`src/rtl/li_pkg.sv`:
```
// Shared definitions for latency-insensitive links and shells.
// Provides the link width default and the pointer/count sizing helper.
package li_pkg;

   localparam int unsigned LI_WIDTH_DEFAULT = 6;

   // Bit width needed to index n values, never less than one bit.
   function automatic int unsigned clog2_min1(input int unsigned n);
      int unsigned r;
      r = 0;
      while ((32'd1 << r) < n) begin
         r = r + 1;
      end
      if (r == 0) begin
         r = 1;
      end
      return r;
   endfunction

endpackage

```
`src/rtl/li_link.sv`:
```
// Latency-insensitive link: sender drives data/valid, receiver drives stop.
// A token moves only in a cycle where valid is high and stop is low.
interface li_link #(
   parameter int unsigned WIDTH = li_pkg::LI_WIDTH_DEFAULT
);

   logic [WIDTH-1:0] data;
   logic             valid;
   logic             stop;

   modport source (
      output data,
      output valid,
      input  stop
   );

   modport sink (
      input  data,
      input  valid,
      output stop
   );

endinterface

```
`src/rtl/li_shell_queue.sv`:
```
// Circular input queue for the shell; any depth from 2 upward, pointers wrap explicitly.
// Storage is deliberately left out of reset; only the bookkeeping registers clear.
module li_shell_queue
   import li_pkg::*;
#(
   parameter int unsigned WIDTH = 6,
   parameter int unsigned DEPTH = 2
) (
   input  logic                              clk,
   input  logic                              reset,
   input  logic                              push_i,
   input  logic                              pop_i,
   input  logic [WIDTH-1:0]                  din_i,
   output logic [WIDTH-1:0]                  head_o,
   output logic [clog2_min1(DEPTH+1)-1:0]    count_o,
   output logic                              full_o
);

   localparam int unsigned PTR_W = clog2_min1(DEPTH);
   localparam int unsigned CNT_W = clog2_min1(DEPTH + 1);

   logic [WIDTH-1:0] mem_q [DEPTH];
   logic [PTR_W-1:0] wr_ptr_q, wr_ptr_d;
   logic [PTR_W-1:0] rd_ptr_q, rd_ptr_d;
   logic [CNT_W-1:0] count_q, count_d;
   logic             push_en;
   logic             pop_en;

   function automatic logic [PTR_W-1:0] ptr_inc(input logic [PTR_W-1:0] p);
      return (p == PTR_W'(DEPTH - 1)) ? '0 : p + PTR_W'(1);
   endfunction

   assign full_o  = (count_q == CNT_W'(DEPTH));
   assign push_en = push_i & ~full_o;
   assign pop_en  = pop_i & (count_q != '0);
   assign head_o  = mem_q[rd_ptr_q];
   assign count_o = count_q;

   always_comb begin
      wr_ptr_d = wr_ptr_q;
      rd_ptr_d = rd_ptr_q;
      count_d  = count_q;
      if (push_en) begin
         wr_ptr_d = ptr_inc(wr_ptr_q);
      end
      if (pop_en) begin
         rd_ptr_d = ptr_inc(rd_ptr_q);
      end
      case ({push_en, pop_en})
         2'b10:   count_d = count_q + CNT_W'(1);
         2'b01:   count_d = count_q - CNT_W'(1);
         default: count_d = count_q;
      endcase
   end

   always_ff @(posedge clk or negedge reset) begin
      if (!reset) begin
         wr_ptr_q <= '0;
         rd_ptr_q <= '0;
         count_q  <= '0;
      end else begin
         wr_ptr_q <= wr_ptr_d;
         rd_ptr_q <= rd_ptr_d;
         count_q  <= count_d;
      end
   end

   always_ff @(posedge clk) begin
      if (push_en) begin
         mem_q[wr_ptr_q] <= din_i;
      end
   end

endmodule

```
`src/rtl/li_shell.sv`:
```
// Latency-insensitive shell around a single-input, single-output pearl.
// Fires the pearl when a token is queued and the downstream link can take the result.
module li_shell
   import li_pkg::*;
#(
   parameter int unsigned WIDTH_IN    = 6,
   parameter int unsigned WIDTH_OUT   = 6,
   parameter int unsigned QUEUE_DEPTH = 2
) (
   input  logic                 clk,
   input  logic                 reset,
   li_link.sink                 in_link,
   li_link.source               out_link,
   output logic [WIDTH_IN-1:0]  pearl_in_data,
   output logic                 pearl_enable,
   input  logic [WIDTH_OUT-1:0] pearl_out_data
);

   localparam int unsigned CNT_W = clog2_min1(QUEUE_DEPTH + 1);

   logic [CNT_W-1:0] count;
   logic             full;
   logic             accept;
   logic             fire;
   logic             out_valid_q, out_valid_d;

   // Stop comes from the queue's registered count only, so no path from out_link.stop.
   assign in_link.stop = full;
   assign accept       = in_link.valid & ~full;
   assign fire         = (count != '0) & ~(out_valid_q & out_link.stop);

   li_shell_queue #(
      .WIDTH (WIDTH_IN),
      .DEPTH (QUEUE_DEPTH)
   ) u_queue (
      .clk     (clk),
      .reset   (reset),
      .push_i  (accept),
      .pop_i   (fire),
      .din_i   (in_link.data),
      .head_o  (pearl_in_data),
      .count_o (count),
      .full_o  (full)
   );

   always_comb begin
      out_valid_d = out_valid_q;
      if (fire) begin
         out_valid_d = 1'b1;
      end else if (!out_link.stop) begin
         out_valid_d = 1'b0;
      end
   end

   always_ff @(posedge clk or negedge reset) begin
      if (!reset) begin
         out_valid_q <= 1'b0;
      end else begin
         out_valid_q <= out_valid_d;
      end
   end

   assign pearl_enable   = fire;
   assign out_link.valid = out_valid_q;
   assign out_link.data  = pearl_out_data;

endmodule

```
`src/flat_wrapper.sv`:
```
// flat-port wrapper written by rule: the top's interface ports become plain ports
module li_shell_flat import li_pkg::*;
#(
   parameter int unsigned WIDTH_IN    = 6,
   parameter int unsigned WIDTH_OUT   = 6,
   parameter int unsigned QUEUE_DEPTH = 2
)
  (clk, reset, pearl_in_data, pearl_enable, pearl_out_data, in_link_data, in_link_valid, in_link_stop, out_link_data, out_link_valid, out_link_stop);
  li_link #(.WIDTH(6)) in_link_i ();
  li_link #(.WIDTH(6)) out_link_i ();
  input  logic clk;
  input  logic reset;
  output logic [WIDTH_IN-1:0] pearl_in_data;
  output logic pearl_enable;
  input  logic [WIDTH_OUT-1:0] pearl_out_data;
  input wire logic [$bits(in_link_i.data)-1:0] in_link_data;
  input wire logic [$bits(in_link_i.valid)-1:0] in_link_valid;
  output wire logic [$bits(in_link_i.stop)-1:0] in_link_stop;
  output wire logic [$bits(out_link_i.data)-1:0] out_link_data;
  output wire logic [$bits(out_link_i.valid)-1:0] out_link_valid;
  input wire logic [$bits(out_link_i.stop)-1:0] out_link_stop;
  assign in_link_i.data = in_link_data;
  assign in_link_i.valid = in_link_valid;
  assign in_link_stop = in_link_i.stop;
  assign out_link_data = out_link_i.data;
  assign out_link_valid = out_link_i.valid;
  assign out_link_i.stop = out_link_stop;
  li_shell #(.WIDTH_IN(WIDTH_IN), .WIDTH_OUT(WIDTH_OUT), .QUEUE_DEPTH(QUEUE_DEPTH)) u_core (.clk(clk), .reset(reset), .in_link(in_link_i), .out_link(out_link_i), .pearl_in_data(pearl_in_data), .pearl_enable(pearl_enable), .pearl_out_data(pearl_out_data));
endmodule
```
`config.mk`:
```
export PLATFORM = sky130hd
export DESIGN_NAME = li_shell_flat
export DESIGN_NICKNAME = d
export VERILOG_FILES = /design/src/rtl/li_pkg.sv /design/src/rtl/li_link.sv /design/src/rtl/li_shell_queue.sv /design/src/rtl/li_shell.sv /design/src/flat_wrapper.sv
export SDC_FILE = /design/constraint.sdc
export NUM_CORES = 1
export LEC_CHECK = 0
export BUFFER_PORTS_ARGS = -buffer_cell sky130_fd_sc_hd__buf_2
export CORE_UTILIZATION = 45
export DETAILED_ROUTE_END_ITERATION = 8
export PLACE_DENSITY_LB_ADDON = 0.3
export SLEW_MARGIN = 0
export SYNTH_ARGS = -nofsm -noshare
export SYNTH_HDL_FRONTEND = slang
export SYNTH_HIERARCHICAL = 1
export SYNTH_SLANG_ARGS = --single-unit
```
`constraint.sdc`:
```
create_clock -name clk -period 1.7 [get_ports clk]
set_input_delay 0.17 -clock clk [delete_from_list [all_inputs] [get_ports clk]]
set_output_delay 0.17 -clock clk [all_outputs]
set_load 0.02 [all_outputs]
```
# Word level (Yosys, flattened, before mapping)
# Memories as Yosys holds them, arrays and structs flattened.
# Index checks and enable logic that the tools add are counted.
[op_classes]
n_addsub = 4
eq_ne = 4
muxes = 7
bitwise = 7
n_reduce_logical = 2
[ops]
columns = ["op", "n"]
rows = [
  ["$mux W1", 6],
  ["$and A1 B1 Y1", 5],
  ["$eq A2 B2 Y1 const B", 2],
  ["$pmux W2 S2", 1],
  ["$reduce_bool A2 Y1", 2],
  ["$add A1 B1 Y1 const B", 2],
  ["$add A2 B1 Y2 const B", 1],
  ["$eq A2 B1 Y1 const B", 1],
  ["$ne A2 B1 Y1 const B", 1],
  ["$not A1 Y1", 2],
  ["$sub A2 B1 Y2 const B", 1],
]
[totals]
register_bits = 5
mem_bits_rw = 12
input_bits = 16
output_inout_bits = 15
word_cells = 29
mem_count = 1
[memory_table]
columns = ["memory", "words", "word_bits", "rd", "rd_clocked_by_memory_dff", "write_ports", "line", "rtl"]
rows = [
  ["u_core.u_queue.mem_q", 2, 6, 1, 0, 1, "li_shell_queue.sv:22", "logic [WIDTH-1:0] mem_q [DEPTH];"],
]

# Depth between registers and ports, before layout
[logic_depth]
ltp_word = 6
ltp_mapped = 8
depth_no_buf = 8

# Hierarchy
# Netlist, hierarchy kept.
[by_module_without_submodules]
columns = ["mod", "n_inst", "cells_each", "area_per_inst_um2", "seq_area_each_um2"]
rows = [
  ["li_shell_queue", 1, 36, 628.1, 460.4],
  ["li_shell", 1, 10, 93.8, 25.0],
]

# Worst setup path before layout
# Ideal clock, no wire load.
[synth_path]
path_type = "register to register"
start = "reg u_core.out_valid_q, in the netlist u_core/out_link.valid"
end = "reg u_core.u_queue.count_q[1], in the netlist u_core/u_queue/count_o[1]"
setup_ns = 0.079
t_arrival_ns = 1.616
t_required_ns = 1.621
setup_slack_ns = 0.005
stages_incl_launch_ff = 6
path_buffers = 0
synth_period_minus_slack_ns = 1.695
cell_sequence = "dfrtp_1 a2bb2oi_1 o21a_2 ha_1 nor2_1 xor2_1"
[synth_between]
elab_chain_len = 6
word_cells_on_any_way = 8
classes_between = "eq/ne: 2; mux: 1; bitwise: 4; reduce/logical: 1"
[synth_rtl]
columns = ["element", "line", "rtl"]
rows = [
  ["start: declaration", "li_shell.sv:25", "logic out_valid_q, out_valid_d;"],
  ["start signal: assignment", "li_shell.sv:59", "out_valid_q <= out_valid_d;"],
  ["$and A1 B1 Y1 *", "li_shell.sv:30", "assign fire = (count != '0) & ~(out_valid_q & out_link.stop);"],
  ["$not A1 Y1 *", "li_shell.sv:30", ""],
  ["$and A1 B1 Y1 *", "li_shell.sv:30", ""],
  ["via pearl_enable", "flat_wrapper.sv:14", "output logic pearl_enable;"],
  ["$and A1 B1 Y1 *", "li_shell_queue.sv:35", "assign pop_en = pop_i & (count_q != '0);"],
  ["via u_core.u_queue.pop_en", "li_shell_queue.sv:27", "logic pop_en;"],
  ["$eq A2 B1 Y1 / $eq A2 B2 Y1 (equally long branches)", "li_shell_queue.sv:49", "case ({push_en, pop_en})"],
  ["$pmux W2 S2 / $reduce_bool A2 Y1 (equally long branches)", "--", ""],
  ["end signal: assignment", "li_shell_queue.sv:64", "count_q <= count_d;"],
  ["end: declaration", "li_shell_queue.sv:25", "logic [CNT_W-1:0] count_q, count_d;"],
]
# The timed path passes the listed nets; every way through them passes the cells marked *.
# A chain may end at the register's enable or synchronous reset.

# Worst setup path in the final report
[layout_path]
start = "reg u_core.u_queue.count_q[1], in the netlist u_core/u_queue/count_o[1]"
end = "reg u_core.u_queue.count_q[1], in the netlist u_core/u_queue/count_o[1]"
[layout_between]
elab_chain_len = 6
word_cells_on_any_way = 13
classes_between = "add/sub: 2; eq/ne: 3; mux: 1; bitwise: 5; reduce/logical: 2"
[layout_rtl]
columns = ["element", "line", "rtl"]
rows = [
  ["$eq A2 B2 Y1 *", "li_shell_queue.sv:33", "assign full_o = (count_q == CNT_W'(DEPTH));"],
  ["$not A1 Y1 *", "li_shell.sv:29", "assign accept = in_link.valid & ~full;"],
  ["$and A1 B1 Y1 *", "li_shell.sv:29", ""],
  ["via u_core.accept", "li_shell.sv:23", "logic accept;"],
  ["$and A1 B1 Y1 *", "li_shell_queue.sv:34", "assign push_en = push_i & ~full_o;"],
  ["$eq A2 B1 Y1 / $eq A2 B2 Y1 (equally long branches)", "li_shell_queue.sv:49", ""],
  ["$pmux W2 S2 / $reduce_bool A2 Y1 (equally long branches)", "--", ""],
]
# Marks and branches as above.

==> run_results.csv <==
group,metric,value,unit
cells_and_area,nets,85,
sta,hold_ws,0.0717,ns
global_routing,grt_pass1_wl,1760,µm
power,leakage,0.364,nW
cells_and_area,fillers,129,
global_routing,grt_usage,14.2,%
power,irDropWorstVdd,1210,µV
power,p_int,1.01,mW
placed_design,dpl.hpwl,796,µm
yosys,synth_seq_area_share,67.2,%
setup_path,r2r_slack,0.11,ns
routing,drtAntennaViolNets,0,
placed_design,gp_congestion,0.665,
global_routing,grtUsageMet2,25.6,%
cells_and_area,multi_input_area,185,µm²
cts,cts_tree,"built",
cts,clockBufferDepth,2,
setup_path,critPathKind,"reg2reg",
sta,slew_violations,0,
routing,routed_wl,1110,µm
setup_path,path_max_fanout,5,
setup_path,r2r_start,"u_core/u_queue/count_o[1]",
yosys,ys_seq_elements,17,
sta,hold_viol,0,
sta,worst_slew_pin_slew,0.315,ns
cts,clockRootBuffer,"clkbuf_4",
sta,relSlewSlack,79.0,%
global_routing,grt_overflow,0,
cells_and_area,final_cell_area,858,µm²
global_routing,first_global_vias,420,
setup_path,cp.required,1.91,ns
run_status,outcome,"finished, final reports clean",
power,pwr_density_cell,1840,mW/mm²
setup_path,crit_arrival,1.80,ns
die,dieArea,0.00177,mm²
routing,drt_first_pass_iters,3,
power,power_switching,572,µW
sta,skew,0.00242,ns
sta,period_minus_slack,1.59,ns
global_routing,antenna_found_initial,0,
cells_and_area,final_util,57.0,%
global_routing,grt_max_degree,10,
die,fp.dieH,42.1,µm
die,coreArea,0.00151,mm²
yosys,synth_nets,63,
placed_design,placed_area,805,µm²
cells_and_area,syn2layout_area_growth,18.9,%
cells_and_area,seq_area,485,µm²
sta,finalSetupViolCount,0,
yosys,ys_warn_count,6,
yosys,synthesis.area,722,µm²
routing,wl_per_cell,13.3,µm
die,rows,14,
setup_path,critPathLaunch,"u_core/u_queue/count_o[1]",
routing,routed-via-count,409,
routing,vias_per_cell,4.93,
power,p_clk_share,13.0,%
routing,drc_errors,0,
cells_and_area,final_cell_mix,"buf_2, edfxtp_1, mux2_1",
power,swShare,36.2,%
cts,htreeDepth,1,
die,start_util,47.9,%
die,die_x,42.1,µm
min_path,hp-class,"in2reg",
die,boundaryPins,31,
yosys,synth_cell_types,17,
placed_design,port_buffers,18,
setup_path,startpoint_type,"register",
global_routing,met3_usage,5.60,%
cts,cts_sinks,17,
min_path,hold_start,"in_link_data[1]",
sta,fin_crit_sh,93.5,%
yosys,syn_inst,46,
cts,insertion_delay,0.28,ns
yosys,avgSynthCellArea,15.7,µm²
setup_path,end_kind,"register",
sta,max_freq,629,MHz
global_routing,grt_util_met1,12.8,%
flow_run,cap_violations,0,
global_routing,top_usage_layer,"met2",
routing,first_iter_violations,9,
power,p_seq_share,42.6,%
power,power_frac_comb,44.4,%
cells_and_area,drive_above_1_share,43.3,%
cts,clk_pin_slew_worst_paths,0.09,ns
cells_and_area,n_antenna_cell,0,
cells_and_area,layout_commonest_cell,"buf_2",
cts,cts_buffers,3,
[through the flow]
step | TNS [ns] | power (mW) | std cells | setup WS (ns)
CTS | 0 | 1.55 | 81 | 0.0643
global route | -0.00775 | 1.67 | 83 | -0.00775
global placement | 0 | 1.32 | 76 | 0.171
detailed placement | 0 | 1.34 | 76 | 0.0946
floorplan | 0 | 1.15 | 46 | 0.00478
finish | 0 | 1.58 | 83 | 0.111
[cells by family (layout without fill, tap and decap cells)]
| family | Yosys count | after routing | synth area share [%] |
|---|---|---|---|
| XOR/XNOR | 5 | 5 | 6.07 |
| multiplexers | 6 | 6 | 9.36 |
| AO/OA/AOI/OAI | 3 | 3 | 3.64 |
| AND/OR/NAND/NOR | 6 | 6 | 4.51 |
| buffers and inverters | 8 | 29 | 7.45 |
| flip-flops | 17 | 17 | 67.2 |
| adder cells (fa/ha/maj) | 1 | 1 | 1.73 |
[area by class of cell]
class                   instances  share of cell area [%]
repair buffers                 24                    16.0
well taps                      16                    2.33
multi-input cells              21                    21.6
flip-flops and latches         17                    56.6
inverters                       1                   0.437
clock buffers                   4                    3.06
[worst max-delay path: stages (launching register included)]
cell      delay, ns
dfrtp_1        0.43
nand2b_1       0.14
inv_1          0.08
nor2b_2        0.14
nand2_2        0.09
ha_1           0.33
nor2_1         0.15
xor2_1         0.15
[power by group through the flow]
stage / sequential [mW] / combinational (mW) / clock, mW
global placement: 0.678 / 0.640 / 0
finish: 0.673 / 0.701 / 0.206
CTS: 0.676 / 0.661 / 0.215
detailed placement: 0.685 / 0.656 / 0
global route: 0.686 / 0.757 / 0.231
floorplan: 0.663 / 0.489 / 0
[flip-flops by register name, indices dropped and copies added, names as in the netlist]
name	count
u_core/u_queue/rd_ptr_q	1
u_core/u_queue/wr_ptr_q	1
u_core/u_queue/count_o	2
u_core/out_link.valid	1
u_core/u_queue/mem_q	12
[worst paths after layout]
kind	endpoint	cells after the start
setup / recovery	u_core/u_queue/count_o[1]	7
hold / removal	u_core/u_queue/mem_q[0][1]	1
setup reg to reg	u_core/u_queue/count_o[1]	7
hold reg to reg	u_core/out_link.valid	1
max in group asynchronous	u_core/u_queue/count_o[0]	2
min in group asynchronous	u_core/u_queue/rd_ptr_q	2
[repair_timing]
item	CTS	global route
hold buffers	1	0
gates resized for setup	0	1
buffers inserted	0	2
endpoints found under the hold margin	5	0
endpoints found under the setup margin	0	1
[Yosys cell counts]
library cell / n / area (µm²)
dfrtp_1: 5 / 125
nand2b_1: 1 / 6.26
nor2b_1: 1 / 6.26
xnor2_1: 3 / 26.3
mux2_1: 6 / 67.6
inv_1: 1 / 3.75
buf_4: 6 / 45.0
ha_1: 1 / 12.5
and3_1: 1 / 6.26
o21a_2: 1 / 8.76
a2bb2oi_1: 1 / 8.76
edfxtp_1: 12 / 360
buf_2: 1 / 5.00
xor2_1: 2 / 17.5
nand2_2: 1 / 6.26
nor2_1: 2 / 7.51
a211o_1: 1 / 8.76
[per-layer routing]
layer	part of all wire (%)	vias up
li1	-	198
met1	38	191
met2	55	18
met3	4.9	2
met4	1.5	0
met5	0	-
(Power assumes the default switching activity.)
